**config.mk**
```make
export PLATFORM = sky130hd
export DESIGN_NAME = fila_param
export DESIGN_NICKNAME = d
export VERILOG_FILES = /design/src/rtl/fila_param.sv
export SDC_FILE = /design/constraint.sdc
export NUM_CORES = 1
export LEC_CHECK = 0
export CORE_ASPECT_RATIO = 0.8
export CORE_MARGIN = 3
export CORE_UTILIZATION = 40
export DETAILED_ROUTE_END_ITERATION = 8
export GPL_ROUTABILITY_DRIVEN = 0
export SLEW_MARGIN = 5
export SYNTH_ARGS = -nofsm -noshare
export SYNTH_HDL_FRONTEND = slang
export SYNTH_SLANG_ARGS = --single-unit
```
**constraint.sdc**
```tcl
create_clock -name clk_10KHz -period 2.6 [get_ports clk_10KHz]
set_clock_uncertainty 0.1 [all_clocks]
set_input_delay 0.52 -clock clk_10KHz [delete_from_list [all_inputs] [get_ports clk_10KHz]]
set_output_delay 0.52 -clock clk_10KHz [all_outputs]
set_load 0.02 [all_outputs]
```
**src/rtl/fila_param.sv**
```systemverilog
// fila_param: parametrised circular-buffer queue with occupancy,
// almost-full status, sticky overflow/underflow flags and synchronous flush.
module fila_param #(
    parameter int WIDTH    = 8,
    parameter int DEPTH    = 8,
    parameter int AF_LEVEL = DEPTH - 1,
    parameter int CW       = $clog2(DEPTH + 1)
) (
    input  logic             clk_10KHz,
    input  logic             reset,
    input  logic [WIDTH-1:0] data_in,
    input  logic             enqueue_in,
    input  logic             dequeue_in,
    input  logic             flush_in,
    input  logic             clear_err_in,
    output logic [WIDTH-1:0] data_out,
    output logic             valid_out,
    output logic [CW-1:0]    len_out,
    output logic             full_out,
    output logic             empty_out,
    output logic             almost_full_out,
    output logic             overflow_out,
    output logic             underflow_out
);
    localparam int PW = (DEPTH > 1) ? $clog2(DEPTH) : 1;
    localparam logic [PW-1:0] LAST_PTR = PW'(DEPTH - 1);
    localparam logic [CW-1:0] FULL_CNT = CW'(DEPTH);
    localparam logic [CW-1:0] AF_CNT   = CW'(AF_LEVEL);

    logic [WIDTH-1:0] mem_q [DEPTH];

    logic [PW-1:0]    wr_ptr_q, wr_ptr_d;
    logic [PW-1:0]    rd_ptr_q, rd_ptr_d;
    logic [CW-1:0]    cnt_q, cnt_d;
    logic [WIDTH-1:0] dout_q, dout_d;
    logic             valid_q, valid_d;
    logic             ovf_q, ovf_d;
    logic             unf_q, unf_d;

    logic do_enq, do_deq, mem_we;
    logic ovf_ev, unf_ev;

    always_comb begin
        do_deq   = dequeue_in && (cnt_q != '0);
        do_enq   = enqueue_in && ((cnt_q < FULL_CNT) || do_deq);
        unf_ev   = dequeue_in && (cnt_q == '0);
        ovf_ev   = enqueue_in && !do_enq;
        mem_we   = 1'b0;
        wr_ptr_d = wr_ptr_q;
        rd_ptr_d = rd_ptr_q;
        cnt_d    = cnt_q;
        dout_d   = dout_q;
        valid_d  = 1'b0;
        ovf_d    = clear_err_in ? 1'b0 : ovf_q;
        unf_d    = clear_err_in ? 1'b0 : unf_q;
        if (flush_in) begin
            wr_ptr_d = '0;
            rd_ptr_d = '0;
            cnt_d    = '0;
        end else begin
            if (do_enq) begin
                mem_we   = 1'b1;
                wr_ptr_d = (wr_ptr_q == LAST_PTR) ? '0 : wr_ptr_q + 1'b1;
            end
            if (do_deq) begin
                dout_d   = mem_q[rd_ptr_q];
                valid_d  = 1'b1;
                rd_ptr_d = (rd_ptr_q == LAST_PTR) ? '0 : rd_ptr_q + 1'b1;
            end
            if (do_enq && !do_deq)
                cnt_d = cnt_q + CW'(1);
            else if (do_deq && !do_enq)
                cnt_d = cnt_q - CW'(1);
            // a new error event wins over a coincident clear
            if (ovf_ev) ovf_d = 1'b1;
            if (unf_ev) unf_d = 1'b1;
        end
    end

    always_ff @(posedge clk_10KHz or negedge reset) begin
        if (!reset) begin
            wr_ptr_q <= '0;
            rd_ptr_q <= '0;
            cnt_q    <= '0;
            dout_q   <= '0;
            valid_q  <= 1'b0;
            ovf_q    <= 1'b0;
            unf_q    <= 1'b0;
        end else begin
            wr_ptr_q <= wr_ptr_d;
            rd_ptr_q <= rd_ptr_d;
            cnt_q    <= cnt_d;
            dout_q   <= dout_d;
            valid_q  <= valid_d;
            ovf_q    <= ovf_d;
            unf_q    <= unf_d;
        end
    end

    always_ff @(posedge clk_10KHz) begin
        if (mem_we) mem_q[wr_ptr_q] <= data_in;
    end

    assign data_out        = dout_q;
    assign valid_out       = valid_q;
    assign len_out         = cnt_q;
    assign full_out        = (cnt_q == FULL_CNT);
    assign empty_out       = (cnt_q == '0);
    assign almost_full_out = (AF_LEVEL >= 1) && (cnt_q >= AF_CNT);
    assign overflow_out    = ovf_q;
    assign underflow_out   = unf_q;
endmodule
```
==> results of run 1 <==
==> area by class of cell <==
type                       count  area share, %
multi-input combinational    143           24.9
clock buffer                  12           3.10
clock inverter                 4          0.574
inverter                       6          0.516
tap                          112           3.21
sequential                    85           56.2
timing repair buffer          56           11.5
==> cells by family (layout without fill, tap and decap cells) <==
| group | after synthesis | in the layout | synth area share, % |
|---|---|---|---|
| flops | 85 | 85 | 68.1 |
| simple gates | 60 | 60 | 8.35 |
| compound gates | 40 | 40 | 8.39 |
| mux | 34 | 34 | 9.46 |
| buf+inv | 20 | 78 | 2.61 |
| fa+ha+maj | 7 | 7 | 2.64 |
| xor+xnor | 2 | 2 | 0.487 |
==> worst max path at each step <==
stage,endpoint,slack [ns],cells after the start
2_1_floorplan,len_out[3]$_DFFE_PN0P_,0.007,8
3_3_place_gp,len_out[3]$_DFFE_PN0P_,0.1,9
3_5_place_dp,len_out[3]$_DFFE_PN0P_,-0.01,9
4_1_cts,empty_out,0.03,2
5_1_grt,empty_out,0.004,2
6_report,empty_out,0.13,2
==> what timing repair did <==
action,4_1_cts,5_1_grt
setup endpoints to repair,0,2
buffers inserted,0,0
gates resized for setup,0,3
endpoints found under the hold margin,0,0
hold buffers,0,0
==> through the flow <==
step / cell area [µm²] / total power, mW
after detailed placement: 4190 / 2.94
after CTS: 4350 / 3.71
after global placement: 4190 / 2.92
after floorplan: 3610 / 2.48
final: 4360 / 3.68
after global routing: 4360 / 3.90
==> worst min-delay path, delay by kind of cell (launching register included) <==
kind	cells	cell delay, ns
AND/OR/NAND/NOR	1	0.06
flip-flops	1	0.34
AO/OA/AOI/OAI	1	0.08
==> state kept, by name, summed over array words and instances, names as in the netlist <==
signal	count
mem_q	64
wr_ptr_q	3
rd_ptr_q	3
data_out	8
len_out	4
overflow_out	1
underflow_out	1
valid_out	1
==> power by group through the flow <==
stage | combinational [mW] | sequential (mW) | clock, mW
6_report | 1.15 | 1.77 | 0.768
5_1_grt | 1.24 | 1.80 | 0.859
4_1_cts | 1.16 | 1.76 | 0.797
3_5_place_dp | 1.15 | 1.79 | 0
3_3_place_gp | 1.13 | 1.78 | 0
2_1_floorplan | 0.678 | 1.80 | 0
==> routing by layer <==
metal	vias to the layer above	track usage, %	share of wire (%)
met5	-	0	0
met4	0	3.90	1.2
met3	11	4.22	3.3
met2	33	22.9	47
met1	1068	21.4	49
li1	1043	-	-
==> cell usage in the layout (no fill, tap or decap), types with 9 or more instances in the layout <==
master and instances:
o21ai_0 10, buf_4 25, nand2_1 15, dfrtp_1 19, edfxtp_1 64, mux2i_1 34
nor2_1 14, clkdlybuf4s50_1 30, a22oi_1 16, clkbuf_8 9, nand3_1 10
==> impl_metrics.env, run 1 <==
export IMPL_overflow=0
export IMPL_swShare_pct=32.1
export IMPL_dp_slack_ns=-0.00982
export IMPL_cpLargestDelayFamily="buffers and inverters"
export IMPL_critPathLaunchType="flop"
export IMPL_worstPathArrival_ns=1.85
export IMPL_ys_ff_latch=85
export IMPL_slowest_stage="clkdlybuf4s50_1"
export IMPL_intPower_mw=2.50
export IMPL_cap_viol_max_count=0
export IMPL_path_buf_inv=1
export IMPL_cts_sinks=85
export IMPL_routed_via_density=5.16
export IMPL_wl_per_cell_um=17.3
export IMPL_htreeDepth=3
export IMPL_drt_pass1_iter_count=4
export IMPL_num_nets_final=322
export IMPL_outcome="complete, no violations"
export IMPL_multi_input_area_um2=1090
export IMPL_clkPwrFrac_pct=20.9
export IMPL_drt_iter0_markers=91
export IMPL_cts_root_buf="clkbuf_8"
export IMPL_hold_ws_ns=0.414
export IMPL_ys_top_cells_by_area="edfxtp_1 (53%), dfrtp_1 (15%), mux2i_1 (9.5%)"
export IMPL_min_delay_path_depth=2
export IMPL_synth_most_common_cell="edfxtp_1"
export IMPL_routed_wl_mm=7.24
export IMPL_grt_use_total_pct=15.0
export IMPL_clk_pin_slew_ns=0.08
export IMPL_syn_inst=248
export IMPL_ys_seq_area_share_pct=68.1
export IMPL_tns_ns=0
export IMPL_synth_commonest_cells="edfxtp_1 (64), mux2i_1 (34), dfrtp_1 (21)"
export IMPL_cp_max_fo=9
export IMPL_leakagePower_nw=1.60
export IMPL_max_slew_margin_pct=50.6
export IMPL_n_antenna_cell=0
export IMPL_grt_pass1_wl_mm=11.6
export IMPL_required_ns=1.98
export IMPL_yosys_warnings=0
export IMPL_place_inst=402
export IMPL_synth_edff_count=64
export IMPL_drive_gt1_share_pct=15.4
export IMPL_fmax_mhz=404
export IMPL_cts_tree="yes"
export IMPL_grt_max_degree=23
export IMPL_rsz0062_at_grt="false"
export IMPL_die_area_um2=10200
export IMPL_stdcell_count=418
export IMPL_r2r_end="len_out[3]$_DFFE_PN0P_"
export IMPL_min_delay_start="data_out[1]$_DFFE_PN0P_"
export IMPL_startpoint="len_out[1]$_DFFE_PN0P_"
export IMPL_yosysTopAreaCellShare_pct=53.4
export IMPL_cts_buffer_depth=2
export IMPL_hold_viol_final=0
export IMPL_crit_path_end_kind="output port"
export IMPL_drc_errors=0
export IMPL_cts_made_buffers=9
export IMPL_start_util_pct=41.8
export IMPL_worstRegToRegCells=7
export IMPL_post_route_util_pct=50.7
export IMPL_syn_area_um2=3600
export IMPL_dp_hpwl_mm=4.88
export IMPL_grt_antenna_before_repair=0
export IMPL_dieHeight_um=90.8
export IMPL_io_pins=32
export IMPL_avgSynthCellArea_um2=14.5
export IMPL_final_period_utilization_pct=95.2
export IMPL_rows=30
export IMPL_r2r_slack_ns=0.27
export IMPL_netSwitchingPower_mw=1.18
export IMPL_drv_slew=0
export IMPL_synthArstFlopShare_pct=24.7
export IMPL_io_buffer_count=31
export IMPL_tightest_slew_ns=0.739
export IMPL_vias=2155
export IMPL_slowest_delay_ns=0.65
export IMPL_whs_endpoint="data_out[1]$_DFFE_PN0P_"
export IMPL_first_global_vias=2103
export IMPL_crit_type="reg2out"
export IMPL_core_area_um2=8600
export IMPL_synth_top_area_cell="edfxtp_1"
export IMPL_clk_latency_ns=0.34
export IMPL_timing_final_crit_period_ns=2.47
export IMPL_fp_dieW_um=112
export IMPL_layout_setup_ws_ns=0.125
export IMPL_ant_nets=0
export IMPL_area_growth_pct=21.3
export IMPL_ir_drop_mv=0.363
export IMPL_path_cells="nor4_4 -> clkdlybuf4s50_1"
export IMPL_yosysUniqueCellTypes=38
export IMPL_fillers=755
export IMPL_combPwrFrac_pct=31.2
export IMPL_finalSetupViolCount=0
export IMPL_pwr_share_seq_pct=48.0
export IMPL_ys_flop_type="edfxtp_1"
export IMPL_seqCellArea_um2=2450
export IMPL_r2r_start="len_out[0]$_DFFE_PN0P_"
export IMPL_syn_nets=269
export IMPL_hp_class="reg2reg"
export IMPL_power_density_nw_per_um2=845
No activity file was read; power rests on OpenSTA's default activity.
==> inputs of run 2 (changes only) <==
--- a/config.mk
+++ b/config.mk
@@ -6,7 +6,6 @@
 export NUM_CORES = 1
 export LEC_CHECK = 0
 export CORE_ASPECT_RATIO = 0.8
-export CORE_MARGIN = 3
 export CORE_UTILIZATION = 40
 export DETAILED_ROUTE_END_ITERATION = 8
 export GPL_ROUTABILITY_DRIVEN = 0
==> run 2 against run 1 <==
Net effect:
- total power up 0.75%
- hold slack worse by 0.0068 ns
- routed wire length is 0.90% higher
- largest cell class unchanged
- clock power grew 4.7%
- non-clock buffer count is 3 lower
- final cell count shrank 0.72%
- via count up 1.6%
- clock-buffer cell count is the same
- critical endpoint is now almost_full_out
- first-iteration DRC count up 15%
- core utilization is 0.087 points lower
==> impl_metrics.env, run 2 (synthesized netlist as in run 1, its figures left out) <==
export IMPL_outcome="complete, no violations"
export IMPL_fillers=757
export IMPL_cap_viol_max_count=0
export IMPL_largest_reg_flops=64
export IMPL_start_util_pct=41.8
export IMPL_cts_tree="yes"
export IMPL_final_common_cell="edfxtp_1"
export IMPL_num_nets_final=319
export IMPL_io_pins=32
export IMPL_ir_drop_mv=0.447
export IMPL_drt_met1_wl_mm=3.46
export IMPL_cp_max_fo=8
export IMPL_drive_gt1_share_pct=14.9
export IMPL_dp_slack_ns=-0.00846
export IMPL_startpoint="len_out[2]$_DFFE_PN0P_"
export IMPL_drt_iter0_markers=105
export IMPL_core_area_um2=8600
export IMPL_critPathLaunchType="flop"
export IMPL_stdcell_count=415
export IMPL_leakagePower_nw=1.60
export IMPL_cts_setup_buffers=0
export IMPL_worstRegToRegCells=7
export IMPL_grt_use_total_pct=17.5
export IMPL_final_cell_mix="edfxtp_1 (64), mux2i_1 (34), clkdlybuf4s50_1 (29), buf_4 (21), dfrtp_1 (20)"
export IMPL_worstPathArrival_ns=1.76
export IMPL_hp_class="in2async"
export IMPL_timing_final_crit_period_ns=2.38
export IMPL_hold_viol_final=0
export IMPL_grt_pass1_wl_mm=11.7
export IMPL_drc_errors=0
export IMPL_fp_dieW_um=108
export IMPL_routed_via_density=5.28
export IMPL_hold_ws_ns=0.407
export IMPL_tns_ns=0
export IMPL_cts_made_buffers=9
export IMPL_area_growth_pct=21.1
export IMPL_finalSetupViolCount=0
export IMPL_fmax_mhz=420
export IMPL_htreeDepth=3
export IMPL_final_period_utilization_pct=91.5
export IMPL_clk_latency_ns=0.35
export IMPL_die_area_um2=9380
export IMPL_dieHeight_um=86.8
export IMPL_n_antenna_cell=0
export IMPL_vias=2190
export IMPL_post_route_util_pct=50.6
export IMPL_cts_buffer_depth=2
export IMPL_rows=30
export IMPL_wl_met3_um=348
export IMPL_layout_setup_ws_ns=0.221
export IMPL_place_inst=399
export IMPL_cts_sinks=85
export IMPL_grt_antenna_before_repair=0
export IMPL_routed_wl_mm=7.30
export IMPL_clk_pin_slew_ns=0.09
export IMPL_r2r_start="len_out[3]$_DFFE_PN0P_"
export IMPL_crit_path_end_kind="output port"
export IMPL_dp_hpwl_mm=4.89
export IMPL_ant_nets=0
export IMPL_tightest_slew_ns=0.830
export IMPL_rsz0062_at_grt="false"
export IMPL_io_buffer_count=31
export IMPL_wl_per_cell_um=17.6
export IMPL_first_global_vias=2209
export IMPL_drt_pass1_iter_count=4
export IMPL_crit_end="almost_full_out"
export IMPL_highest_layer="met4"
export IMPL_drv_slew=0
export IMPL_max_slew_margin_pct=44.4
export IMPL_regMostFlops="mem_q"
export IMPL_overflow=0
export IMPL_grt_max_degree=36
export IMPL_crit_type="reg2out"
export IMPL_power_density_nw_per_um2=852
export IMPL_r2r_end="len_out[3]$_DFFE_PN0P_"
export IMPL_route_met2_wl_mm=3.40
export IMPL_r2r_slack_ns=0.25
export IMPL_required_ns=1.98
export IMPL_cts_root_buf="clkbuf_8"
run 2: cell types whose count changed in the layout (fill, tap and decap cells not counted), sizes merged:
| cell | delta |
|---|---|
| clkinv | -1 |
| dlymetal6s2s | +1 |
| clkinvlp | +1 |
| clkdlybuf4s50 | -1 |
| buf | -3 |
run 2: what timing repair did:
item                                    in CTS  in global routing
hold buffers                                 0                  0
endpoints found under the setup margin       0                  2
resized for setup                            0                  2
hold endpoints to repair                     0                  0
run 2: final cells by class:
class	instances	area (µm²)	share of cell area, %
sequential	85	2450	56.3
multi-input combinational	143	1080	24.8
timing repair buffer	53	493	11.3
clock buffer	12	145	3.33
tap	112	140	3.22
clock inverter	4	25.0	0.575
inverter	6	22.5	0.517
run 2: worst min-delay path by stage:
stage          slack [ns]  cells after the start                       to                     from
6_report             0.41                      2  data_out[1]$_DFFE_PN0P_                    reset
5_1_grt              0.41                      2  data_out[1]$_DFFE_PN0P_                    reset
4_1_cts              0.40                      2  data_out[1]$_DFFE_PN0P_                    reset
3_5_place_dp         0.39                      2  data_out[0]$_DFFE_PN0P_  data_out[0]$_DFFE_PN0P_
3_3_place_gp         0.39                      2  data_out[1]$_DFFE_PN0P_  data_out[1]$_DFFE_PN0P_
2_1_floorplan        0.12                      0  data_out[0]$_DFFE_PN0P_                    reset
run 2: power by group:
group / internal (mW) / switching (mW) / leakage (nW)
Sequential: 1.59 / 0.119 / 0.851
Clock: 0.370 / 0.434 / 0.0824
Combinational: 0.565 / 0.635 / 0.669
Total: 2.52 / 1.19 / 1.60
run 2: stage by stage:
step	cell area (µm²)	total power, mW
after floorplan	3610	2.48
after global placement	4180	2.93
after detailed placement	4180	2.95
after CTS	4350	3.76
after global routing	4350	3.93
final	4350	3.71
run 2: metal layers:
layer  up-vias  GRT usage (%)
li1       1040              -
met3         9           5.71
met2        47           26.2
met5         -              0
met1      1094           24.0
met4         0           6.10
run 2: worst max-delay path, stage by stage (launching register included):
cell and delay [ns]:
dfrtp_1 0.61, a31o_2 0.21, clkdlybuf4s50_1 0.59
==> inputs of run 3 (changes only) <==
==> constraint.sdc (replaced) <==
create_clock -name clk_10KHz -period 2.6 [get_ports clk_10KHz]
set_clock_uncertainty 0.1 [all_clocks]
set_input_delay 0.39 -clock clk_10KHz [delete_from_list [all_inputs] [get_ports clk_10KHz]]
set_output_delay 0.39 -clock clk_10KHz [all_outputs]
set_load 0.02 [all_outputs]
==> run 3 against run 2 <==
Net effect:
- total power grew 2.6%
- first-iteration DRC count is 6.7% lower
- critical path depth is 1 higher
- setup slack worse by 0.049 ns
- register-to-register slack gained 0.15 ns
- final cell count decreased by 0.24%
- largest power group unchanged
- highest routed layer unchanged
==> impl_metrics.env, run 3 (synthesized netlist as in run 1, its figures left out) <==
export IMPL_p_total_mw=3.81
export IMPL_worstPathArrival_ns=1.94
export IMPL_slowest_delay_ns=0.66
export IMPL_cts_hold_buffers_added=0
export IMPL_r2r_start="len_out[0]$_DFFE_PN0P_"
export IMPL_final_cell_mix="edfxtp_1 (64), mux2i_1 (34), clkdlybuf4s50_1 (31), dfrtp_1 (20), buf_4 (20)"
export IMPL_r2r_end="len_out[3]$_DFFE_PN0P_"
export IMPL_hold_viol_final=0
export IMPL_cp_max_fo=8
export IMPL_cts_tree="yes"
export IMPL_cts_setup_buffers=0
export IMPL_core_area_um2=8600
export IMPL_cap_viol_max_count=0
export IMPL_die_area_um2=9380
export IMPL_final_period_utilization_pct=93.4
export IMPL_htreeDepth=3
export IMPL_r2r_slack_ns=0.40
export IMPL_io_pins=32
export IMPL_vias=2133
export IMPL_grt_antenna_before_repair=0
export IMPL_ir_drop_mv=0.307
export IMPL_drt_pass1_iter_count=4
export IMPL_crit_type="reg2out"
export IMPL_cts_buffer_depth=2
export IMPL_startpoint="len_out[0]$_DFFE_PN0P_"
export IMPL_clk_pin_slew_ns=0.08
export IMPL_path_cells="buf_4 -> nor4_2 -> clkdlybuf4s50_1"
export IMPL_dp_hpwl_mm=5.10
export IMPL_grt_pass1_wl_mm=11.7
export IMPL_cts_sinks=85
export IMPL_clk_latency_ns=0.35
export IMPL_rsz0062_at_grt="false"
export IMPL_fmax_mhz=412
export IMPL_routed_via_density=5.15
export IMPL_leakagePower_nw=1.58
export IMPL_crit_path_end_kind="output port"
export IMPL_cts_made_buffers=9
export IMPL_critPathLaunchType="flop"
export IMPL_dieHeight_um=86.8
export IMPL_routed_wl_mm=7.29
export IMPL_wl_per_cell_um=17.6
export IMPL_n_antenna_cell=0
export IMPL_tns_ns=0
export IMPL_rows=30
export IMPL_cts_root_buf="clkbuf_8"
export IMPL_fillers=760
export IMPL_area_growth_pct=21.1
export IMPL_power_density_nw_per_um2=875
export IMPL_io_buffer_count=31
export IMPL_grt_max_degree=22
export IMPL_fp_dieW_um=108
export IMPL_required_ns=2.11
export IMPL_grt_use_total_pct=17.2
export IMPL_drive_gt1_share_pct=14.6
export IMPL_timing_final_crit_period_ns=2.43
export IMPL_start_util_pct=41.8
export IMPL_final_common_cell="edfxtp_1"
export IMPL_drv_slew=0
export IMPL_tightest_slew_ns=0.759
export IMPL_drt_iter0_markers=98
export IMPL_cts_resized=0
export IMPL_largest_reg_flops=64
export IMPL_regMostFlops="mem_q"
export IMPL_hp_class="in2async"
export IMPL_stdcell_count=414
export IMPL_crit_end="empty_out"
export IMPL_worstRegToRegCells=7
export IMPL_place_inst=398
export IMPL_ant_nets=0
export IMPL_slowest_stage="clkdlybuf4s50_1"
export IMPL_post_route_util_pct=50.7
export IMPL_first_global_vias=2274
export IMPL_drc_errors=0
export IMPL_finalSetupViolCount=0
export IMPL_outcome="complete, no violations"
export IMPL_max_slew_margin_pct=49.2
export IMPL_overflow=0
export IMPL_num_nets_final=318
## run 3: changes by cell type in the layout (fill, tap and decap cells not counted), sizes merged
cell           previous run  this run
clkdlybuf4s50            29        31
dlymetal6s2s              2         0
buf                      22        21
bufinv                    0         1
clkbuf                   12        11
clkinv                    2         3
clkinvlp                  2         1
## run 3: worst min-delay path by stage
stage	startpoint	endpoint	slack (ns)	cells past startpoint
final	reset	data_out[2]$_DFFE_PN0P_	0.29	2
after floorplan	reset	data_out[0]$_DFFE_PN0P_	-0.006	0
after global placement	data_out[1]$_DFFE_PN0P_	data_out[1]$_DFFE_PN0P_	0.39	2
after CTS	reset	len_out[1]$_DFFE_PN0P_	0.29	2
after detailed placement	data_out[2]$_DFFE_PN0P_	data_out[2]$_DFFE_PN0P_	0.39	2
after global routing	reset	data_out[7]$_DFFE_PN0P_	0.31	2
## run 3: area by class of cell
type	count	area, µm²	area share [%]
clock buffers	11	131	3.02
clock inverters	5	52.6	1.21
inverters	6	22.5	0.517
multi-input cells	143	1080	24.8
flip-flops and latches	85	2450	56.2
well taps	112	140	3.22
repair buffers	52	480	11.0
## run 3: through the flow
| stage | worst slack (ns) | area [µm²] | hold WS [ns] |
|---|---|---|---|
| final | 0.171 | 4350 | 0.293 |
| after global routing | 0.0409 | 4350 | 0.308 |
| after CTS | 0.135 | 4350 | 0.289 |
| after detailed placement | 0.0900 | 4170 | 0.394 |
| after global placement | 0.142 | 4170 | 0.387 |
| after floorplan | 0.00745 | 3610 | -0.00559 |
## run 3: worst max-delay path, delay by kind of cell, from the launching register on
kind | cells | cell delay, ns
buffers and inverters | 2 | 0.85
DFF | 1 | 0.43
and+or+nand+nor | 1 | 0.31
## run 3: power by group
group          total, mW  internal (mW)  switching, mW
Sequential          1.72           1.59          0.136
Combinational       1.20          0.583          0.620
Clock              0.883          0.440          0.443
## run 3: per-layer routing
| metal | track usage, % | wire [µm] |
|---|---|---|
| met1 | 23.0 | 3530 |
| met3 | 5.41 | 391 |
| met2 | 26.8 | 3320 |
| met4 | 5.60 | 57 |
| met5 | 0 | 0 |
==> RTL change 1 (flow settings as in run 2) <==
`DEPTH`: 8 -> 16.
--- a/src/rtl/fila_param.sv
+++ b/src/rtl/fila_param.sv
@@ -2,7 +2,7 @@
 // almost-full status, sticky overflow/underflow flags and synchronous flush.
 module fila_param #(
     parameter int WIDTH    = 8,
-    parameter int DEPTH    = 8,
+    parameter int DEPTH    = 16,
     parameter int AF_LEVEL = DEPTH - 1,
     parameter int CW       = $clog2(DEPTH + 1)
 ) (
Ports: changed (resized len_out); port bits go from 32 to 33. No check against the original RTL was run, so the function may have changed too.
==> RTL change 1 against run 2 <==
Global-route usage increased by 0.55 points. Setup slack got worse by 0.15 ns. Register-to-register slack worse by 0.18 ns. Die area increased by 72%. Worst hold slack lost 0.036 ns. First-iteration DRC count rose by 130%. Power increased by 92%. Cell area is 81% higher. Routed wire length increased by 81%. Combinational power is 42% higher. Sequential cell count up 67. Synthesized area grew 73%.
==> RTL change 1: results (changes against run 2) <==
SLEW_HEADROOM_PCT=27.9  # was 44.4%
CRITICAL_PATH_LAUNCH_POINT='len_out[1]'  # was len_out[2]
NETS=446  # was 319
POWER.STATIC_LEAKAGE_nW=2.71  # was 1.60 nW
FINAL_LAYOUT_SIZE_SUFFIX_GT1_SHARE_PCT=28.7  # was 14.9%
NONCLOCKBUFFERCOUNT=80  # was 53
TIMING.FINAL.CRIT_PERIOD_NS=2.53  # was 2.38 ns
LAYOUT_NON_CLOCK_BUF_SHARE_PCT=10.4  # was 11.3%
MULTI_INPUT_GATES=162  # was 143
CLOCK_LATENCY_NS=0.41  # was 0.35 ns
GRT_FIRST_PASS_WIRELENGTH_MM=20.6  # was 11.7 mm
CRIT_ARRIVAL_NS=2.77  # was 1.76 ns
SETUP.REG_TO_REG.WORST_SLACK_NS=0.07  # was 0.25 ns
HOLD-WORST-SLACK_NS=0.371  # was 0.407 ns
NUMBER_OF_ENABLE_FLIP_FLOP_CELLS_AFTER_SYNTHESIS=128  # was 64
POST_DP_CELL_AREA_MM2=0.00727  # was 0.00418 mm^2
PORTION_OF_TOTAL_POWER_ATTRIBUTED_TO_SEQUENTIAL_CELLS_PCT=40.8  # was 46.0%
SEQCELLAREA_MM2=0.00445  # was 0.00245 mm^2
CLKTRANSATPATHREGS_NS=0.06  # was 0.09 ns
FIN_UTIL_PCT=52.3  # was 50.6%
NFILLCELLS=1273  # was 757
ROUTED-VIA-COUNT=3370  # was 2190
CTSROOTBUFFERMASTER='clkbuf_16'  # was clkbuf_8
NNONCLKINVERTERS=9  # was 6
WL_MM=13.2  # was 7.30 mm
R2R-START='len_out[1]'  # was len_out[3]
CRITICAL_PATH.MAX_FANOUT=4  # was 8
SYNTH_CELLS=337  # was 248
POWER.IR.VDD_WORST_mV=0.591  # was 0.447 mV
CLKPWRFRAC_PCT=35.4  # was 21.7%
LARGEST_REGISTER_FFS=128  # was 64
GRT_USAGE_PCT=18.1  # was 17.5%
RUN_STATUS='finished clean'  # unchanged
FRACTION_OF_AREA_IN_MULTI_INPUT_GATES_PCT=21.8  # was 24.8%
NETLIST_TOP_CELLS_COUNT='edfxtp_1, mux4_2, dfrtp_1'  # was edfxtp_1, mux2i_1, dfrtp_1
CTS.HTREE.LEVELS=4  # was 3
SYNTHTOPCELLSBYAREA='edfxtp_1, mux4_2, dfrtp_1, mux2i_1, ha_1'  # was edfxtp_1, dfrtp_1, mux2i_1, a22oi_1, ha_1
CRIT_TYPE='reg2reg'  # was reg2out
## RTL change 1: cells by family after synthesis
kind of cell | count (synthesis) | share of synthesized area [%]
compound gates | 36 | 4.44
fa+ha+maj | 10 | 2.13
flops | 152 | 71.3
simple gates | 60 | 5.06
buf+inv | 23 | 1.59
xor+xnor | 3 | 0.422
mux | 53 | 15.0
## RTL change 1: worst max-delay path: stages (launching register included)
cell	delay [ns]
dfrtp_2	0.44
o41ai_4	0.38
nand3_2	0.17
fa_2	0.38
a21o_1	0.20
a21o_1	0.19
or4_1	0.42
a41oi_2	0.18
## RTL change 1: layer usage
| metal | track usage, % | share of wire [%] |
|---|---|---|
| met5 | 0 | 0 |
| met4 | 4.95 | 0.83 |
| met3 | 4.16 | 4.1 |
| met2 | 27.7 | 47 |
| met1 | 26.0 | 48 |
## RTL change 1: repair_timing
item,CTS,global route
setup buffers,0,1
cloned,0,0
resized for setup,5,3
setup endpoints to repair,3,3
pin swaps,0,2
==> RTL change 2 (settings of run 2) <==
Without the edit above. `dout_q` no longer has a reset.
--- a/src/rtl/fila_param.sv
+++ b/src/rtl/fila_param.sv
@@ -82,7 +82,6 @@
             wr_ptr_q <= '0;
             rd_ptr_q <= '0;
             cnt_q    <= '0;
-            dout_q   <= '0;
             valid_q  <= 1'b0;
             ovf_q    <= 1'b0;
             unf_q    <= 1'b0;
@@ -90,11 +89,14 @@
             wr_ptr_q <= wr_ptr_d;
             rd_ptr_q <= rd_ptr_d;
             cnt_q    <= cnt_d;
-            dout_q   <= dout_d;
             valid_q  <= valid_d;
             ovf_q    <= ovf_d;
             unf_q    <= unf_d;
         end
+    end
+
+    always_ff @(posedge clk_10KHz) begin
+        dout_q <= dout_d;
     end
 
     always_ff @(posedge clk_10KHz) begin
Behaviour: differs if reset is asserted again (counterexample within 4 cycles, from zero or initial values and one cycle with reset low); with reset held inactive, the same outputs for 10 cycles.
==> RTL change 2 against run 2 <==
Routed wire length is 11% lower. Setup slack got worse by 0.13 ns. Power shrank 1.3%. Synthesized area down 0.52%. Cell area fell by 0.52%. Critical path type unchanged. Sequential cell count did not move. Combinational power fell by 12%. Worst hold slack got worse by 0.0050 ns. Highest routed layer unchanged.
==> RTL change 2: results (changes against run 2) <==
TIGHTEST_SLEW_NS=0.818  # was 0.830 ns
CRIT_ARRIVAL_NS=1.89  # was 1.76 ns
SYNTHDISTINCTLIBCELLS=42  # was 38
POWER.STATIC_LEAKAGE_nW=1.48  # was 1.60 nW
GRT_FIRST_PASS_WIRELENGTH_MM=10.6  # was 11.7 mm
REGISTERS.TOP_BY_FF_COUNT='mem_q'  # unchanged
CTSROOTBUFFERMASTER='clkbuf_8'  # unchanged
N_ANTENNA_CELL=0  # unchanged
NETS=277  # was 319
TOTAL_CTS_BUFFERS=9  # unchanged
DRT_FIRST_ITER_VIOLATIONS=107  # was 105
GRT_MAX_DEGREE=20  # was 36
TIMING.CRITICAL_PATH.SLOWEST_CELL_DELAY_NS=0.65  # was 0.61 ns
NFILLCELLS=728  # was 757
CRITICAL_PATH.MAX_FANOUT=8  # unchanged
SYNTH_SEQUENTIAL_AREA_RATIO_PCT=69.5  # was 68.1%
SYNTHTOPCELLSBYAREA='edfxtp_1, mux4_2, dfrtp_1, mux2_2, ha_1'  # was edfxtp_1, dfrtp_1, mux2i_1, a22oi_1, ha_1
ROUTED-VIA-COUNT=1968  # was 2190
HPWL_MM=4.34  # was 4.89 mm
GRT_USAGE_PCT=15.8  # was 17.5%
CLOCK_LATENCY_NS=0.36
NUMBER_OF_ENABLE_FLIP_FLOP_CELLS_AFTER_SYNTHESIS=72  # was 64
CLKTRANSATPATHREGS_NS=0.09  # about the same
NETLIST_TOP_CELLS_COUNT='edfxtp_1, mux4_2, dfrtp_1'  # was edfxtp_1, mux2i_1, dfrtp_1
CTS.HTREE.LEVELS=3  # unchanged
YS_ASYNC_SR_FRACTION_PCT=15.3  # was 24.7%
RUN_STATUS='finished clean'  # unchanged
ANTENNA_FOUND_INITIAL=0  # unchanged
FINAL_LAYOUT_SIZE_SUFFIX_GT1_SHARE_PCT=24.5  # was 14.9%
PLACE.PORT_BUFFERS=31  # unchanged
SYNTH_FP_NETS=225  # was 269
YOSYSWARNINGCOUNT=0  # unchanged
ROUTEDWLPERCELL_UM=17.4  # was 17.6 um
TIMING.CRITICAL_PATH.SLOWEST_STAGE_CELL='clkdlybuf4s50_1'  # was dfrtp_1
DRT_FIRST_PASS_ITERS=4  # unchanged
POWER.IR.VDD_WORST_mV=0.422  # was 0.447 mV
POST_DP_CELL_AREA_MM2=0.00412  # was 0.00418 mm^2
POST-CTS-SETUP-BUFFER-COUNT=0  # unchanged
WORST_PATH_DOMINANT_CELL_FAMILY='buffers and inverters'  # was flip-flops
HP-CLASS='reg2reg'  # was in2async
## RTL change 2: power by group
group          total [mW]  switching [mW]  internal, mW
sequential           1.67          0.0851          1.59
combinational        1.06           0.525         0.538
clock               0.926           0.474         0.452
## RTL change 2: worst reg2reg max path: stages (launching register included)
cell and delay (ns):
dfrtp_1 0.43, o31ai_1 0.31, nand2_1 0.14, ha_1 0.30
a21o_1 0.18, a2111o_1 0.40, o2111a_1 0.23
## RTL change 2: cells by family (layout without fill, tap and decap cells)
kind of cell,count (synthesis),count (layout),share of synthesized area [%]
flops,85,85,69.5
xor+xnor,1,1,0.245
buf+inv,19,76,2.66
compound gates,27,27,6.16
mux,24,24,12.6
fa+ha+maj,7,7,2.66
simple gates,41,41,6.16
## RTL change 2: worst paths after layout
path / startpoint / cells after the start / slack [ns] / end
setup / recovery: len_out[1] / 3 / 0.09 / full_out
hold reg to reg: underflow_out / 1 / 0.40 / underflow_out
min in group asynchronous: reset / 1 / 0.44 / rd_ptr_q[0]
hold / removal: underflow_out / 1 / 0.40 / underflow_out
max in group asynchronous: reset / 1 / 1.53 / len_out[3]
setup reg to reg: len_out[1] / 6 / 0.40 / len_out[3]
## RTL change 2: metal layers
layer / vias to the layer above / global-route usage (%) / share of wire, % / wire length, um
li1: 925 / - / - / -
met1: 1000 / 22.5 / 48 / 3130
met2: 34 / 23.7 / 47 / 3020
met3: 9 / 4.51 / 4.0 / 262
met4: 0 / 4.86 / 1.2 / 75
met5: - / 0 / 0 / 0
## RTL change 2: what timing repair did
| item | CTS | global route |
|---|---|---|
| cloned | 0 | 0 |
| setup endpoints to repair | 1 | 1 |
| gates resized for setup | 1 | 1 |
## RTL change 2: per-stage QoR
step                      worst slack [ns]  total power, mW  hold slack [ns]  instances
after CTS                           0.0737             3.69            0.411        373
after global routing                0.0234             3.84            0.422        373
after global placement              0.0504             2.75            0.379        357
after detailed placement           0.00785             2.76            0.392        357
final                               0.0872             3.66            0.402        373
after floorplan                     0.0221             2.40            0.124        204
## RTL change 2: area by class of cell
class | count | area [um^2] | area share, %
tap | 112 | 140 | 3.24
timing repair buffer | 53 | 475 | 11.0
clock buffer | 10 | 128 | 2.95
multi-input combinational | 100 | 1000 | 23.1
inverter | 7 | 26.3 | 0.607
clock inverter | 6 | 71.3 | 1.65
sequential | 85 | 2490 | 57.5
